===== config.mk =====
export PLATFORM = sky130hd
export DESIGN_NAME = rr_mux_arb_4
export DESIGN_NICKNAME = d
export VERILOG_FILES = /design/src/rtl/rr_mux_arb_4.sv
export SDC_FILE = /design/constraint.sdc
export NUM_CORES = 1
export LEC_CHECK = 0
export ABC_AREA = 1
export CORE_ASPECT_RATIO = 1.75
export CORE_MARGIN = 2
export CORE_UTILIZATION = 42
export DETAILED_ROUTE_END_ITERATION = 10
export PLACE_DENSITY = 0.81
export SLEW_MARGIN = 20
export SYNTH_ARGS = -nofsm -noshare
export SYNTH_HDL_FRONTEND = slang
export SYNTH_SLANG_ARGS = --single-unit

===== constraint.sdc =====
create_clock -name Clk -period 2.6 [get_ports Clk]
set_input_delay 0.26 -clock Clk [delete_from_list [all_inputs] [get_ports Clk]]
set_output_delay 0.26 -clock Clk [all_outputs]
set_load 0.03 [all_outputs]

===== src/rtl/rr_mux_arb_4.sv =====
// rr_mux_arb_4: round-robin arbiter steering a shared 4:1 mux onto a valid/ready output,
// with a per-grant burst limit that forces rotation.
module rr_mux_arb_4 #(
  parameter int W = 8,
  parameter int MAX_HOLD = 4
) (
  input  logic         Clk,
  input  logic         Reset,
  input  logic [3:0]   Req,
  input  logic [W-1:0] In0,
  input  logic [W-1:0] In1,
  input  logic [W-1:0] In2,
  input  logic [W-1:0] In3,
  input  logic         OutReady,
  output logic [3:0]   Gnt,
  output logic [1:0]   Sel,
  output logic [W-1:0] Out,
  output logic         OutValid,
  output logic         Busy
);
  typedef enum logic {IDLE, GRANT} state_t;
  state_t state;
  logic [1:0] ptr, nxt_ptr;
  logic [3:0] hold_cnt;
  logic [W-1:0] data [4];
  logic xfer, rel;
  function automatic logic [1:0] pick(input logic [3:0] r, input logic [1:0] p);
    logic [3:0] rot;
    logic [1:0] k;
    rot = 4'({r, r} >> p);
    k = 2'd0;
    for (int i = 3; i >= 0; i--) if (rot[i]) k = 2'(i);
    return p + k;
  endfunction
  assign data = '{In0, In1, In2, In3};
  assign Busy = state == GRANT;
  assign Gnt = Busy ? 4'b1 << Sel : 4'b0;
  assign OutValid = Busy & Req[Sel];
  assign Out = OutValid ? data[Sel] : '0;
  assign xfer = OutValid & OutReady;
  assign rel = Busy & (!Req[Sel] | (xfer & (hold_cnt == 4'(MAX_HOLD - 1))));
  assign nxt_ptr = Sel + 2'd1;
  // On release the old holder drops to lowest priority but can be re-granted with no bubble
  always_ff @(posedge Clk) begin
    if (Reset) begin
      state <= IDLE;
      ptr <= 2'd0;
      Sel <= 2'd0;
      hold_cnt <= 4'd0;
    end else if (state == IDLE) begin
      if (|Req) begin
        state <= GRANT;
        Sel <= pick(Req, ptr);
        hold_cnt <= 4'd0;
      end
    end else if (rel) begin
      ptr <= nxt_ptr;
      hold_cnt <= 4'd0;
      if (|Req) Sel <= pick(Req, nxt_ptr);
      else state <= IDLE;
    end else if (xfer) begin
      hold_cnt <= hold_cnt + 4'd1;
    end
  end
endmodule


==> metrics.yaml, run 1 <==
vias: 1498
core_um2: 2720
outcome: "finished, final reports clean"
detail_route.vias_per_cell: 5.08
drtIter0Drc: 30
io_buffer_count: 54
syn_to_final_growth_pct: 52.6
setup_viol: 0
max_cap_violations: 0
p_sw_frac: 0.513
relSlewSlack: 0.779
synthesis.area_um2: 1200
cp_max_fo: 23
post-route-min-period_ns: 2.46
arrival_ns: 2.20
drt-total-wl_um: 3420
post_cts_buffers: 0
total_power_uw: 1490
hold_end: "hold_cnt[0]"
cts_buffers: 3
drive_above_1_share: 0.0970
start_kind: "flop"
die_w_um: 44.4
clkLatencyLatePin_ns: 0.23
final_core_util: 0.673
clock_power_share: 0.109
track_usage: 0.211
routabilityCongestion: 0.873
cts_sinks: 9
slowest_stage: "clkdlybuf4s50_1"
yosysUniqueCellTypes: 26
power_frac_comb: 0.757
fmax_mhz: 407
final_antenna_net_count: 0
synth-seq-cells: 9
max_stage_delay_ns: 0.69
synth_cells: 210
cts_buffer_depth: 2
io_pins: 55
synth_top_area_frac: 0.150
synth_largest_area_cell: "dfxtp_1"
die_h_um: 74.7
floorplan.initialDensity: 0.441
r2r-end: "Sel[1]"
fin_nets: 315
tightest_slew_ns: 0.330
crit_buf_inv: 3
ys_seq_area_frac: 0.150
h-tree-depth: 1
dp_hpwl_um: 2770
power_leakage_uw: 0.000861
fin_crit_sh: 0.946
cts_hold_buf: 0
final_common_cell: "clkdlybuf4s50_1"
power_density_nw_per_um2: 815
synth_nets: 256
timing.rr.start: "Sel[0]"
antenna_found_initial: 0
grt_pass1_vias: 1298
antenna_cells: 0
hold_path.class: "reg2reg"
die-area_um2: 3320
final_cell_mix: "clkdlybuf4s50_1 (54), nand2_1 (48), nor2_1 (41)"
cts-root-buf: "clkbuf_8"
path_clk_slew_ns: 0.04
timing.reg2reg.setup_slack_ns: 0.40
cts_tree: "yes"
wire_per_inst_um: 11.6
drv_slew: 0
peakVddDrop_mv: 0.462
drc: 0
rsz0062_at_grt: "no"
hold_path_depth: 2
switchingPower_uw: 766
skew_ns: 0.000903
p_int_uw: 726
cts_resized: 0
worstPathCellList: "buf_4, nand2_1, nand3_1, nand2_4, nor2_8, inv_4, a21oi_1, clkdlybuf4s50_1"
hold_violations: 0
grt_overflow: 0
firstDrtPassIters: 4
synth.area.top_cells: "dfxtp_1 (15%), nand2_1 (15%), nor2_1 (13%)"
worst_setup_path_end_kind: "output pin"
crit_family: "buffers and inverters"
cp.required_ns: 2.34
p_seq_frac: 0.134
hp-start: "hold_cnt[0]"
synth_warnings: 0
row_count: 25
reg2regPathDepth: 13
grt_max_degree: 24
avgSynthCellArea_um2: 5.71
crit_type: "reg2out"
cp-startpoint: "Sel[0]"
grt_pass1_wl_um: 5400
tns_ns: 0
==> sequential cells by signal (all words and copies together), names as in the netlist <==
signal,flops
Busy,1
Sel,2
hold_cnt,4
ptr,2
==> final cells by class <==
type / instances / area, µm²
repair buffers: 60 / 586
inverters: 25 / 97.6
well taps: 27 / 33.8
fillers: 243 / 891
flip-flops and latches: 9 / 181
multi-input cells: 170 / 887
clock buffers: 4 / 45.0
==> power by group through the flow <==
stage | combinational, µW | clock [µW] | sequential (µW)
final | 1130 | 162 | 200
after global routing | 1250 | 171 | 203
after CTS | 1140 | 167 | 199
after detailed placement | 1140 | 0 | 202
after global placement | 1120 | 0 | 199
after floorplan | 780 | 0 | 227
==> Yosys cell counts <==
| cell | n |
|---|---|
| o21ai_0 | 20 |
| nand2_4 | 2 |
| dfxtp_1 | 9 |
| o21ai_1 | 2 |
| inv_1 | 21 |
| nand3_1 | 23 |
| nor3b_2 | 1 |
| a21oi_2 | 2 |
| ha_1 | 7 |
| o21ai_2 | 2 |
| a21boi_0 | 2 |
| clkinv_2 | 1 |
| nor3_2 | 1 |
| nand2_1 | 48 |
| nand3_2 | 1 |
| inv_2 | 2 |
| nor2_4 | 1 |
| xnor2_1 | 2 |
| buf_2 | 4 |
| clkbuf_1 | 1 |
| a21oi_1 | 12 |
| nor2_1 | 41 |
| nand4_1 | 1 |
| buf_6 | 1 |
| inv_4 | 1 |
| nor2_8 | 2 |
==> logic make-up after synthesis <==
| kind of cell | count (synthesis) | synth area share |
|---|---|---|
| fa+ha+maj | 7 | 0.0730 |
| buf+inv | 31 | 0.111 |
| compound gates | 40 | 0.184 |
| simple gates | 121 | 0.468 |
| flops | 9 | 0.150 |
| xor+xnor | 2 | 0.0146 |
==> worst max path at each step <==
stage          slack, ns      to  cells past startpoint
2_1_floorplan       0.13  Sel[1]                     15
3_3_place_gp        0.21  Out[3]                      8
3_5_place_dp        0.18  Out[3]                      8
4_1_cts             0.13  Out[3]                      8
5_1_grt             0.02  Out[2]                      8
6_report            0.14  Out[3]                      8
==> stage by stage <==
| step | hold slack (ns) | setup slack, ns | instances | cell area (µm²) |
|---|---|---|---|---|
| floorplan | 0.322 | 0.125 | 210 | 1200 |
| global placement | 0.473 | 0.208 | 291 | 1790 |
| detailed placement | 0.481 | 0.175 | 291 | 1790 |
| CTS | 0.491 | 0.129 | 295 | 1830 |
| global route | 0.549 | 0.0179 | 295 | 1830 |
| finish | 0.490 | 0.141 | 295 | 1830 |
==> routing by layer <==
layer	share of wire	GRT usage	wire (µm)
met1	0.38	0.206	1290
met2	0.51	0.417	1760
met3	0.094	0.0432	321
met4	0.015	0.0774	51
met5	0	0	0
==> worst reg2reg max path: cells and delay by family (launching register included) <==
| kind | cells | cell delay (ns) |
|---|---|---|
| and+or+nand+nor | 4 | 0.32 |
| adders and majority gates | 2 | 0.59 |
| buffers and inverters | 3 | 0.27 |
| xor gates and xnor gates | 1 | 0.17 |
| AOI/OAI and AO/OA | 3 | 0.45 |
| DFF | 1 | 0.32 |
(Power assumes the default switching activity.)
==> inputs of run 2 (changes only) <==
Settings changed: CORE_MARGIN 2 to 5, CORE_UTILIZATION 42 to 45, PLACE_DENSITY 0.81 to 0.86.
Clock period 2.6 ns to 3.11 ns, I/O delays scaled along.
==> metrics.yaml, run 2 (synthesized netlist as in run 1, its figures left out) <==
outcome: "finished, final reports clean"  # unchanged
final_antenna_net_count: 0  # unchanged
grt_pass1_wl_um: 6030  # was 5400 µm
cts_sinks: 9  # unchanged
fin_nets: 312  # was 315
core_um2: 2520  # was 2720 µm²
largest-register: "hold_cnt"  # unchanged
drive_above_1_share: 0.0830  # was 0.0970
relSlewSlack: 0.757  # was 0.779
syn_to_final_growth_pct: 50.5  # was 52.6%
worst_setup_path_end_kind: "output pin"  # unchanged
dp_slack_ns: 0.571  # was 0.175 ns
arrival_ns: 2.24  # was 2.20 ns
power_density_nw_per_um2: 682  # was 815 nW/µm²
wire_per_inst_um: 12.1  # was 11.6 µm
tns_ns: 0  # unchanged
p_seq_frac: 0.133  # was 0.134
cp.required_ns: 2.80  # was 2.34 ns
max_stage_delay_ns: 0.69  # about the same
worstPathCellList: "clkdlybuf4s50_1, nand2_1, nand3_1, nand2_4, nor2_8, inv_4, a21oi_1, clkdlybuf4s50_1"  # was buf_4, nand2_1, nand3_1, nand2_4, nor2_8, inv_4, a21oi_1, clkdlybuf4s50_1
drv_slew: 0  # unchanged
post_cts_buffers: 0  # unchanged
vias: 1510  # was 1498
power_frac_comb: 0.754  # was 0.757
grt_pass1_vias: 1407  # was 1298
reg_top3: "hold_cnt (4), Sel (2), ptr (2)"  # unchanged
clock_power_share: 0.113  # was 0.109
firstDrtPassIters: 4  # unchanged
p_sw_frac: 0.519  # was 0.513
antenna_cells: 0  # unchanged
skew_ns: 0.00342  # was 0.000903 ns
start_kind: "input port"  # was flop
fin_crit_sh: 0.820
drt-total-wl_um: 3510  # was 3420 µm
detail_route.vias_per_cell: 5.19  # was 5.08
clkLatencyLatePin_ns: 0.24  # was 0.23 ns
cts_resized: 0  # unchanged
antenna_found_initial: 0  # unchanged
cp_max_fo: 9  # was 23
power_leakage_uw: 0.000847  # was 0.000861 µW
switchingPower_uw: 639  # was 766 µW
crit_type: "in2out"  # was reg2out
cts_hold_buf: 0  # unchanged
max_cap_violations: 0  # unchanged
grt_max_degree: 26  # was 24
cts_buffers: 3  # unchanged
floorplan.initialDensity: 0.476  # was 0.441
dp_hpwl_um: 2850  # was 2770 µm
path_clk_slew_ns: 0.05  # was 0.04 ns
h-tree-depth: 1  # unchanged
slowest_stage: "clkdlybuf4s50_1"  # unchanged
drc: 0  # unchanged
p_int_uw: 593  # was 726 µW
hold_violations: 0  # unchanged
fmax_mhz: 392
die_w_um: 49.0  # was 44.4 µm
final_cell_mix: "clkdlybuf4s50_1 (54), nand2_1 (48), nor2_1 (41)"  # unchanged
cts-root-buf: "clkbuf_8"  # unchanged
track_usage: 0.189  # was 0.211
rsz0062_at_grt: "no"  # unchanged
hold_path.class: "reg2reg"  # unchanged
io_buffer_count: 54  # unchanged
final_common_cell: "clkdlybuf4s50_1"  # unchanged
grt_overflow: 0  # unchanged
drtIter0Drc: 45  # was 30
dpl.cell_count: 287  # was 291
setup_viol: 0  # unchanged
io_pins: 55  # unchanged
cts_buffer_depth: 2  # unchanged
setup_slack_ns: 0.561  # was 0.141 ns
die-area_um2: 3840  # was 3320 µm²
tightest_slew_ns: 0.364  # was 0.330 ns
die_h_um: 78.3  # was 74.7 µm
crit_top_cell: "clkdlybuf4s50_1"
largest_register_ffs: 4  # unchanged
final_cell_count_no_fill: 291  # was 295
post-route-min-period_ns: 2.55
peakVddDrop_mv: 0.510  # was 0.462 mV
row_count: 24  # was 25
routabilityCongestion: 0.854  # was 0.873
cts_tree: "yes"  # unchanged
[run 2: cell count changes in the layout (fill, tap and decap cells not counted)]
cell     previous run  this run
buf_4               6         3
dfxtp_1             8         9
dfxtp_2             1         0
[run 2: path summary, 6_finish.rpt]
check                    from     endpoint  slack [ns]  depth (start not counted)
setup reg to reg       Sel[0]       Sel[1]        0.75                         14
setup / recovery       Req[1]       Out[4]        0.56                          8
hold reg to reg   hold_cnt[0]  hold_cnt[0]        0.49                          2
hold / removal    hold_cnt[0]  hold_cnt[0]        0.49                          2
[run 2: layout make-up]
type / instances / area, µm²
inverters: 25 / 97.6
multi-input cells: 170 / 887
clock buffers: 4 / 45.0
repair buffers: 57 / 563
flip-flops and latches: 9 / 180
fillers: 225 / 717
well taps: 26 / 32.5
[run 2: critical path: cells and delay by family]
kind | cells | cell delay (ns)
simple gates | 4 | 0.45
compound gates | 1 | 0.13
buf+inv | 3 | 1.33
[run 2: stage by stage]
| stage | hold slack [ns] | cell area, µm² | total power (µW) | utilization |
|---|---|---|---|---|
| after CTS | 0.483 | 1810 | 1240 | 0.716 |
| after detailed placement | 0.475 | 1760 | 1100 | 0.698 |
| after floorplan | 0.373 | 1200 | 841 | - |
| after global placement | 0.474 | 1760 | 1090 | 0.698 |
| after global routing | 0.503 | 1810 | 1370 | 0.716 |
| final | 0.486 | 1810 | 1230 | 0.716 |
[run 2: routing by layer]
metal | global-route usage | part of all wire
met1 | 0.219 | 0.43
met5 | 0 | 0
met3 | 0.0379 | 0.072
met4 | 0.0647 | 0.015
met2 | 0.338 | 0.49
[run 2: power groups by stage]
stage | Clock (µW) | Combinational [µW] | Sequential (µW)
floorplan | 0 | 652 | 188
global placement | 0 | 921 | 166
detailed placement | 0 | 930 | 165
CTS | 141 | 936 | 163
global route | 149 | 1060 | 168
finish | 140 | 929 | 164
==> inputs of run 3 (changes only) <==
Settings changed: CORE_UTILIZATION 45 to 38, PLACE_DENSITY 0.86 to 0.77.
Clock period 3.11 ns to 2.1 ns, I/O delays scaled along.
==> metrics.yaml, run 3 (synthesized netlist as in run 1, its figures left out) <==
final_cell_mix: "nand2_1 (48), clkdlybuf4s50_1 (44), nor2_1 (41)"  # was clkdlybuf4s50_1 (54), nand2_1 (48), nor2_1 (41)
grt_max_degree: 17  # was 26
syn_to_final_growth_pct: 55.3  # was 50.5%
power_density_nw_per_um2: 1050  # was 682 nW/µm²
outcome: "finished, final reports clean"  # unchanged
post-route-min-period_ns: 1.97
final_common_cell: "nand2_1"  # was clkdlybuf4s50_1
floorplan.initialDensity: 0.386  # was 0.476
drc: 0  # unchanged
drtIter0Drc: 44  # was 45
io_pins: 55  # unchanged
path_clk_slew_ns: 0.04  # was 0.05 ns
io_buffer_count: 54  # unchanged
cts_hold_buf: 0  # unchanged
clkLatencyLatePin_ns: 0.23  # was 0.24 ns
cts_tree: "yes"  # unchanged
fin_crit_sh: 0.939
largest-register: "hold_cnt"  # unchanged
relSlewSlack: 0.744  # was 0.757
die_w_um: 52.5  # was 49.0 µm
setup_viol: 0  # unchanged
h-tree-depth: 1  # unchanged
cp.required_ns: 2.27  # was 2.80 ns
antenna_cells: 0  # unchanged
cts-root-buf: "clkbuf_8"  # unchanged
arrival_ns: 2.15  # was 2.24 ns
grt_pass1_vias: 1511  # was 1407
max_cap_violations: 0  # unchanged
stdcell_area_um2: 1860  # was 1810 µm²
dp_slack_ns: 0.00944  # was 0.571 ns
final_antenna_net_count: 0  # unchanged
cts_buffer_depth: 2  # unchanged
grt_overflow: 0  # unchanged
routabilityCongestion: 0.854  # about the same
cts_sinks: 9  # unchanged
cts_buffers: 3  # unchanged
detail_route.vias_per_cell: 5.03  # was 5.19
antenna_found_initial: 0  # unchanged
grt_pass1_wl_um: 6230  # was 6030 µm
power_leakage_uw: 0.000902  # was 0.000847 µW
reg_top3: "hold_cnt (4), Sel (2), ptr (2)"  # unchanged
rsz0062_at_grt: "yes"  # was no
setup_slack_ns: 0.128  # was 0.561 ns
track_usage: 0.178  # was 0.189
start_kind: "flop"  # was input port
placed_area_um2: 1800  # was 1760 µm²
drt-total-wl_um: 3840  # was 3510 µm
peakVddDrop_mv: 0.816  # was 0.510 mV
die-area_um2: 4430  # was 3840 µm²
fmax_mhz: 507
fin_nets: 315  # was 312
drv_slew: 0  # unchanged
fillCellCount: 320  # was 225
tightest_slew_ns: 0.383  # was 0.364 ns
drive_above_1_share: 0.149  # was 0.0830
wire_per_inst_um: 12.3  # was 12.1 µm
cp_max_fo: 12  # was 9
worst_setup_path_end_kind: "flop"  # was output pin
core_um2: 3110  # was 2520 µm²
firstDrtPassIters: 4  # unchanged
hold_path.class: "reg2reg"  # unchanged
die_h_um: 84.3  # was 78.3 µm
largest_register_ffs: 4  # unchanged
row_count: 27  # was 24
skew_ns: 0.000319  # was 0.00342 ns
dp_hpwl_um: 3110  # was 2850 µm
crit_type: "reg2reg"  # was in2out
hold_violations: 0  # unchanged
worst_hold_slack_ns: 0.489  # was 0.486 ns
vias: 1565  # was 1510
## run 3: routing by layer
layer	global-route usage	vias up	share of wire
met5	0	-	0
met4	0.0884	0	0.035
li1	-	794	-
met2	0.331	61	0.49
met1	0.173	696	0.38
met3	0.0391	14	0.089
## run 3: cell type report
cell class | count | area (µm²) | area share
Multi-Input combinational cell | 170 | 915 | 0.491
Inverter | 25 | 100 | 0.0537
Clock buffer | 4 | 45.0 | 0.0242
Timing Repair Buffer | 60 | 566 | 0.304
Sequential cell | 9 | 184 | 0.0987
Tap cell | 43 | 53.8 | 0.0289
## run 3: stage by stage
stage	util	cells	setup TNS (ns)	total power [µW]
3_3_place_gp	0.580	307	0	1690
6_report	0.599	311	0	1950
3_5_place_dp	0.580	307	0	1720
4_1_cts	0.595	311	0	1930
5_1_grt	0.599	311	-0.0523	2160
2_1_floorplan	-	210	-0.0407	1310
## run 3: worst paths after layout
check                           cells after the start           to  slack, ns         from
worst max-delay path                               14       Sel[1]       0.13       Sel[0]
worst min-delay path                                2  hold_cnt[0]       0.49  hold_cnt[0]
worst max register to register                     14       Sel[1]       0.13       Sel[0]
worst min register to register                      2  hold_cnt[0]       0.49  hold_cnt[0]
## run 3: worst max-delay path, cell delays in order (launching register included)
cell and delay, ns:
dfxtp_4 0.35, inv_4 0.06, ha_4 0.32, inv_2 0.07
nand3_1 0.08, o21ai_1 0.09, inv_1 0.07, nand2_1 0.05
a21boi_1 0.12, ha_2 0.20, xnor2_2 0.11, nand3_1 0.10
nand3_1 0.09, nand3_1 0.08, a21oi_2 0.11
## run 3: power breakdown
group          internal, µW  total, µW  switching, µW
logic                   604       1490            889
clock network           133        204           71.6
registers               212        254           42.5
total                   948       1950           1000
## run 3: repair_timing
item / CTS / global route
gates resized for setup: 0 / 3
setup buffers: 0 / 0
setup endpoints to repair: 0 / 3
